$ cat config.mk
export PLATFORM = sky130hd
export DESIGN_NAME = capture_dump_flat
export DESIGN_NICKNAME = d
export VERILOG_FILES = /design/src/rtl/capture_dump_if.sv /design/src/rtl/capture_dump.sv /design/src/flat_wrapper.sv
export SDC_FILE = /design/constraint.sdc
export NUM_CORES = 1
export LEC_CHECK = 0
export ABC_CLOCK_PERIOD_IN_PS = 5700
export CORE_MARGIN = 2
export CORE_UTILIZATION = 50
export CTS_BUF_LIST = sky130_fd_sc_hd__clkbuf_16
export CTS_CLUSTER_DIAMETER = 30
export DETAILED_ROUTE_END_ITERATION = 16
export HOLD_SLACK_MARGIN = 0.02
export PLACE_DENSITY = 0.65
export SYNTH_ARGS = -nofsm -noshare
export SYNTH_HDL_FRONTEND = slang
export SYNTH_SLANG_ARGS = --single-unit
$ cat constraint.sdc
create_clock -name clk -period 5.7 [get_ports clk]
set_clock_uncertainty 0.1 [all_clocks]
set_input_delay 0.57 -clock clk [delete_from_list [all_inputs] [get_ports clk]]
set_output_delay 0.57 -clock clk [all_outputs]
set_load 0.03 [all_outputs]
$ cat src/rtl/capture_dump_if.sv
// capture_dump_if: channel inputs, capture request and UART/status outputs of capture_dump
interface capture_dump_if #(parameter int NCH = 2);
  logic [NCH-1:0] sig;
  logic hold;
  logic start;
  logic fpga_tx;
  logic busy;
  logic done;
  modport slave(input sig, hold, start, output fpga_tx, busy, done);
  modport master(output sig, hold, start, input fpga_tx, busy, done);
endinterface

$ cat src/rtl/capture_dump.sv
// capture_dump: captures DEPTH samples of NCH channels, then dumps them as ASCII hex lines over UART 8N1
module capture_dump #(
  parameter int NCH = 2,
  parameter int DEPTH = 256,
  parameter int DECIM = 1,
  parameter int CLKS_PER_BIT = 40
) (
  input logic clk,
  input logic rst,
  capture_dump_if.slave io
);
  localparam int H = (NCH + 3) / 4;
  localparam int XW = 4 * H;
  localparam int AW = $clog2(DEPTH);
  localparam int CW = $clog2(CLKS_PER_BIT);
  localparam int NW = $clog2(H + 1);
  localparam int DW = DECIM > 1 ? $clog2(DECIM) : 1;
  typedef enum logic [1:0] {IDLE, CAPTURE, DUMP} state_t;
  state_t state, state_nx;
  logic [NCH-1:0] mem [DEPTH];
  logic [AW-1:0] addr;
  logic [CW-1:0] ccnt;
  logic [3:0] bcnt;
  logic [NW-1:0] ncnt, dig;
  logic [DW-1:0] dcnt;
  logic [XW-1:0] ext;
  logic [3:0] nib;
  logic [7:0] chr;
  logic [9:0] frame;
  logic wr, bit_end, byte_end, line_end, last, done_q;
  always_comb begin
    wr = state == CAPTURE && dcnt == '0;
    bit_end = state == DUMP && ccnt == CW'(CLKS_PER_BIT - 1);
    byte_end = bit_end && bcnt == 4'd9;
    line_end = byte_end && ncnt == NW'(H);
    last = line_end && addr == AW'(DEPTH - 1);
    ext = XW'(mem[addr]);
    dig = NW'(H - 1) - ncnt;
    nib = 4'(ext >> {dig, 2'b00});
    chr = ncnt == NW'(H) ? 8'h0A : nib < 4'd10 ? {4'h3, nib} : 8'h37 + {4'h0, nib};
    frame = {1'b1, chr, 1'b0};
    state_nx = state == IDLE ? (io.start ? CAPTURE : IDLE)
             : state == CAPTURE ? (wr && addr == AW'(DEPTH - 1) ? DUMP : CAPTURE)
             : (last ? IDLE : DUMP);
  end
  assign io.fpga_tx = state == DUMP ? frame[bcnt] : 1'b1;
  assign io.busy = state != IDLE;
  assign io.done = done_q;
  // addr wraps to zero naturally after DEPTH-1, handing over cleanly between capture and dump
  always_ff @(posedge clk or negedge rst)
    if (!rst) begin
      state <= IDLE;
      addr <= '0;
      ccnt <= '0;
      bcnt <= '0;
      ncnt <= '0;
      dcnt <= '0;
      done_q <= 1'b0;
    end else begin
      state <= state_nx;
      done_q <= last;
      if (state == CAPTURE) dcnt <= (dcnt == DW'(DECIM - 1) || state_nx != CAPTURE) ? '0 : dcnt + 1'b1;
      if (wr || line_end) addr <= addr + 1'b1;
      if (state == DUMP) ccnt <= bit_end ? '0 : ccnt + 1'b1;
      if (bit_end) bcnt <= byte_end ? '0 : bcnt + 1'b1;
      if (byte_end) ncnt <= line_end ? '0 : ncnt + 1'b1;
    end
  always_ff @(posedge clk)
    if (wr) mem[addr] <= io.hold ? '1 : io.sig;
endmodule

$ cat src/flat_wrapper.sv
// flat-port wrapper written by rule: the top's interface ports become plain ports
module capture_dump_flat 
#(
  parameter int NCH = 2,
  parameter int DEPTH = 256,
  parameter int DECIM = 1,
  parameter int CLKS_PER_BIT = 40
)
  (clk, rst, io_sig, io_hold, io_start, io_fpga_tx, io_busy, io_done);
  capture_dump_if #(.NCH(NCH)) io_i ();
  input logic clk;
  input logic rst;
  input wire logic [$bits(io_i.sig)-1:0] io_sig;
  input wire logic [$bits(io_i.hold)-1:0] io_hold;
  input wire logic [$bits(io_i.start)-1:0] io_start;
  output wire logic [$bits(io_i.fpga_tx)-1:0] io_fpga_tx;
  output wire logic [$bits(io_i.busy)-1:0] io_busy;
  output wire logic [$bits(io_i.done)-1:0] io_done;
  assign io_i.sig = io_sig;
  assign io_i.hold = io_hold;
  assign io_i.start = io_start;
  assign io_fpga_tx = io_i.fpga_tx;
  assign io_busy = io_i.busy;
  assign io_done = io_i.done;
  capture_dump #(.NCH(NCH), .DEPTH(DEPTH), .DECIM(DECIM), .CLKS_PER_BIT(CLKS_PER_BIT)) u_core (.clk(clk), .rst(rst), .io(io_i));
endmodule
==> metrics.txt, run 1 <==
run status=finished, final reports clean; reg2reg end=u_core.mem[255][0]; Worst-path clk slew=50 ps; starting DRC count in detailed routing=1,753; kind of start point of the critical path=flip-flop; crit end category=output port; worst r2r path cells=4; Crit. path cell count=11; flop2flop setup slack=2170 ps; Initial Util=0.505; IO buf count=8; CTS max path bufs=3; critical path type=reg -> out; synthesis-to-layout area growth=19.7%; synthesized area=22,300 um2; First-pass DRT Iterations=5; via count=13,000; GRT Util Overall=0.251; end of the critical path=io_fpga_tx; nets=1,458; I/O pin cnt=9; CP max FO=33; Die ar.=46,200 um2; CP Cell Sequence=buf_12 -> buf_4 -> mux4_2 -> a21oi_1 -> o211ai_1 -> nor4_1 -> a31oi_1 -> o21ai_0 -> and4_1 -> o22ai_1 -> clkdlybuf4s50_1; Synth cell types=50; Slew headroom=0.239; P_leak=8.64 nW; worst setup path startpoint=u_core.addr[0]; Wirelength per Cell=26.8 um; clk_lat worst skew=640 ps; Crit path max-delay family=buffers and inverters; Peak VDD IR=261 uV; critical path's largest stage delay=930 ps; vias per inst=6.12; vias in the first global route=13,300; final core utilization=0.604; post-synthesis cell count=1,358; post-route ant nets=0; Worst Tran Pin Value=1140 ps; clock root buffer=clkbuf_16; Core Box Area=44,100 um2; max-slew violation count=0; Max Freq=189 MHz; H-tree levels=3; Row Count=77; hold_buf cts=0; grt ovf=0; Final setup violation count=0; DPL Wire Length=33,700 um; Die Y=215 um; cts repair resizes=0; Critical Path RT=5030 ps; slowest cell on the critical path=dfrtp_4; CTS tree=done; CTS Buf Count=107; Hold Fails Final Rpt=0; drt total wl=57,000 um; launch point of the worst reg-to-reg path=u_core.addr[0]; Most used DFF post-synth=edfxtp_1; final worst-path cycle share=0.929; Async SR Flop Fraction=0.0430; EDFF count, synth=512; number of diodes=0; total number of yosys warnings=0; share of cells above drive strength 1=0.237; clk sinks=535; Post-CTS Setup Bufs=0; global-route wire length before repair=84,300 um; Power Dens Cells=501 nW/um2; Synthesized Nets=1,372; fin crit period=5290 ps; initial antenna violation count=0; worst path bufs/invs=3; die width=215 um; post-synthesis sequential area ratio=0.717; Critical Path AT=4620 ps; largest net degree at the start of global routing=185; DRC Markers=0; syn avg cell area=16.4 um2; Synth Register Bits=535; setup TNS=0 ps; Max Cap Viol=0; worst hold path class=in -> async; RSZ-0062 raised after global routing=false; Final GP Congestion=0.848; fillers=3,248
==> how the worst min path moves through the flow <==
stage                                 end            start  slack, ps
after floorplan            u_core.addr[0]              rst        170
after global placement    u_core.state[0]  u_core.state[1]        390
after detailed placement  u_core.state[0]  u_core.state[1]        400
after CTS                  u_core.addr[2]              rst        180
after global routing       u_core.addr[2]              rst        220
final                      u_core.addr[2]              rst        200
==> report_power, final <==
part           internal (mW)  switching, mW
combinational          0.953           1.80
sequential              4.42          0.155
clock                   3.97           2.06
==> per-layer routing <==
layer  GRT usage  wire length, um  vias to the layer above
met5           0                0                        -
met4       0.108             2310                        0
met3      0.0672             5510                      161
met2       0.387            26700                      636
met1       0.339            22500                     6721
li1            -                -                     5490
==> layout make-up <==
class	instances	area [um2]	share of cell area
multi-input combinational	723	5800	0.218
tap	592	741	0.0278
clock inverter	88	808	0.0303
inverter	11	41.3	0.00155
timing repair buffer	66	578	0.0217
sequential	535	16000	0.599
clock buffer	109	2730	0.102
==> per-stage QoR <==
stage | cells | instance area, um2 | hold WS, ps | total power, mW | setup slack [ps]
floorplan | 1358 | 22300 | 174 | 6.26 | 2530
global placement | 1927 | 23100 | 389 | 7.33 | 1010
detailed placement | 1927 | 23100 | 397 | 7.35 | 1060
CTS | 2124 | 26700 | 182 | 13.4 | 323
global route | 2124 | 26700 | 217 | 13.7 | 117
finish | 2124 | 26700 | 203 | 13.4 | 406
==> cell usage after synthesis, drive strengths merged, types with 4 or more instances <==
cell type  count  area [um2]
a211oi        16         125
nand2         46         173
a22oi         27         203
xnor2         10        87.6
and2          10        62.6
nand3         31         155
or2            4        25.0
mux2i         38         380
nor2         273        1020
edfxtp       512       15400
nor3          14        70.1
mux4         110        2480
o21ai         20         100
and3          14        87.6
a21oi         18        90.1
ha             8         100
nor2b         19         119
inv           10        37.5
clkbuf        53         199
a2111oi        6        58.8
a221oi         5        43.8
a31oi          7        43.8
nand4          8        50.1
buf           36         284
nor4           4        25.0
nand2b         5        31.3
dfrtp         23         576
==> cell usage in the layout (no fill, tap or decap), types with 8 or more instances in the layout <==
master / synthesis / final
inv_1: 10 / 15
clkbuf_16: 0 / 109
dfrtp_1: 23 / 20
clkinvlp_4: 0 / 19
nand3_1: 31 / 29
clkinv_2: 0 / 24
inv_6: 0 / 11
xnor2_1: 10 / 10
a21oi_1: 18 / 18
buf_4: 10 / 53
mux2i_1: 38 / 38
o21ai_0: 19 / 19
clkinv_1: 1 / 13
mux4_2: 110 / 110
a22oi_1: 27 / 27
nor2b_1: 19 / 19
nand2_1: 46 / 46
a211oi_1: 15 / 15
and2_1: 10 / 10
clkdlybuf4s50_1: 0 / 8
ha_1: 8 / 8
nand4_1: 8 / 8
nor2_1: 273 / 273
nor3_1: 14 / 14
and3_1: 14 / 14
edfxtp_1: 512 / 512
bufinv_16: 0 / 11
==> cell families (layout without fill, tap and decap cells) <==
logic type                 after synthesis  in the layout  share of synthesized area
muxes                                  151            151                      0.130
DFF                                    535            535                      0.717
and+or+nand+nor                        437            437                     0.0853
AOI/OAI and AO/OA                      115            115                     0.0356
buffers and inverters                  100            274                     0.0235
adders and majority gates                8              8                    0.00450
xor gates and xnor gates                12             12                    0.00472
==> state kept, by name, summed over array words and instances (netlist names) <==
name and cells:
u_core.addr 8, u_core.bcnt 4, u_core.ccnt 6, u_core.dcnt 1
u_core.io.done 1, u_core.mem 512, u_core.ncnt 1, u_core.state 2
Power figures use the tool's default switching activity.
==> inputs of run 2 (changes only) <==
--- a/config.mk
+++ b/config.mk
@@ -16,3 +16,4 @@
 export SYNTH_ARGS = -nofsm -noshare
 export SYNTH_HDL_FRONTEND = slang
 export SYNTH_SLANG_ARGS = --single-unit
+export TNS_END_PERCENT = 5
==> constraint.sdc (replaced) <==
create_clock -name clk -period 5.7 [get_ports clk]
set_clock_uncertainty 0.1 [all_clocks]
set_input_delay 0.855 -clock clk [delete_from_list [all_inputs] [get_ports clk]]
set_output_delay 0.855 -clock clk [all_outputs]
set_load 0.03 [all_outputs]
==> run 2 against run 1 <==
  * Critical path type unchanged
  * Largest cell class unchanged
  * Global-route usage decreased by 0.11 points
  * Wire length decreased by 0.99%
  * Clock power decreased by 1%
  * Fmax decreased by 4.7%
  * Setup slack got worse by 260 ps
==> metrics.txt, run 2 (synthesis results as in run 1) <==
initial antenna violation count=0; Max Cap Viol=0; max reg flops=512; setup TNS=0 ps; Die Y=215 um; Initial Util=0.505; Slew headroom=0.186; IO buf count=8; Biggest register=u_core.mem; global-route wire length before repair=84,400 um; Power Dens Cells=500 nW/um2; Setup WS pre-CTS=806 ps; via count=12,900; run status=finished, final reports clean; final worst-path cycle share=0.974; clk sinks=535; starting DRC count in detailed routing=1,515; nets=1,456; vias in the first global route=13,200; Worst Tran Pin Value=1220 ps; fin crit period=5550 ps; Largest regs=u_core.mem: 512 flops, u_core.addr: 8 flops, u_core.ccnt: 6 flops; commonest non-fill, non-tap cell in the layout=edfxtp_1; CTS max path bufs=3; Worst-path clk slew=50 ps; Max Freq=180 MHz; Critical Path RT=4740 ps; Hold Fails Final Rpt=0; Final setup violation count=0; share of cells above drive strength 1=0.232; I/O pin cnt=9; DRC Markers=0; H-tree levels=3; Core Box Area=44,100 um2; Wirelength per Cell=26.6 um; worst hold slack=409 ps; vias per inst=6.10; Peak VDD IR=248 uV; Row Count=77; First-pass DRT Iterations=5; critical path type=reg -> out; crit end category=output port; largest net degree at the start of global routing=257; CTS Buf Count=101; hold_buf cts=0; clk_lat worst skew=640 ps; CP max FO=15; CTS tree=done; commonest non-fill, non-tap cells in the layout=512 x edfxtp_1, 273 x nor2_1, 110 x mux4_2; die width=215 um; Die ar.=46,200 um2; Final WS setup=147 ps; drt total wl=56,400 um; synthesis-to-layout area growth=19.7%; number of diodes=0; Final GP Congestion=0.833; max-slew violation count=0; P_leak=8.66 nW; Critical Path AT=4600 ps; kind of start point of the critical path=flip-flop; clock root buffer=clkbuf_16; grt ovf=0; post-route ant nets=0; DPL Wire Length=33,300 um; RSZ-0062 raised after global routing=false; worst hold path class=reg -> reg; GRT Util Overall=0.250
==> run 2: layer usage <==
layer / part of all wire / vias to the layer above / GRT usage
met5: 0 / - / 0
met4: 0.043 / 0 / 0.118
met3: 0.091 / 148 / 0.0637
met2: 0.47 / 641 / 0.375
met1: 0.40 / 6647 / 0.345
li1: - / 5498 / -
==> run 2: worst max-delay path, stage by stage (launching register included) <==
cell and delay (ps):
dfrtp_1 770, nor2_1 300, nand2_1 210, buf_4 210, nor2_1 60, a2111oi_2 660, nand4_1 210, nor4_1 480
and4_1 300, o22ai_1 120, clkdlybuf4s50_1 630
==> run 2: area by class of cell <==
class                           instances  area (um2)
Timing Repair Buffer                   70         646
Fill cell                            3270       17500
Clock inverter                         89         938
Multi-Input combinational cell        723        5790
Sequential cell                       535       16000
Clock buffer                          101        2530
Tap cell                              592         741
Inverter                               11        41.3
==> run 2: path summary, 6_finish.rpt <==
check	from	to	slack, ps	depth (start not counted)
max	u_core.addr[5]	io_fpga_tx	150	10
min	u_core.state[1]	u_core.state[0]	410	1
max reg2reg	u_core.state[1]	u_core.mem[53][1]	2010	6
min reg2reg	u_core.state[1]	u_core.state[0]	410	1
max in group asynchronous	rst	u_core.addr[0]	3950	1
min in group asynchronous	rst	u_core.ccnt[5]	720	1
==> run 2: per-stage QoR <==
| stage | power [mW] | std cells | util | instance area, um2 |
|---|---|---|---|---|
| after floorplan | 6.26 | 1358 | - | 22300 |
| after global placement | 7.36 | 1930 | 0.525 | 23200 |
| after detailed placement | 7.37 | 1930 | 0.525 | 23200 |
| after CTS | 13.3 | 2120 | 0.603 | 26600 |
| after global routing | 13.7 | 2121 | 0.604 | 26600 |
| final | 13.3 | 2121 | 0.604 | 26600 |
==> run 2: timing repair <==
item,CTS,global route
resized for setup,0,0
buffers inserted,0,1
setup endpoints to repair,0,1
==> run 2: power by group <==
group | total [mW] | leakage, nW | switching [mW] | internal (mW)
sequential | 4.59 | 4.83 | 0.173 | 4.42
clock | 5.96 | 1.70 | 2.07 | 3.89
combinational | 2.76 | 2.13 | 1.78 | 0.985
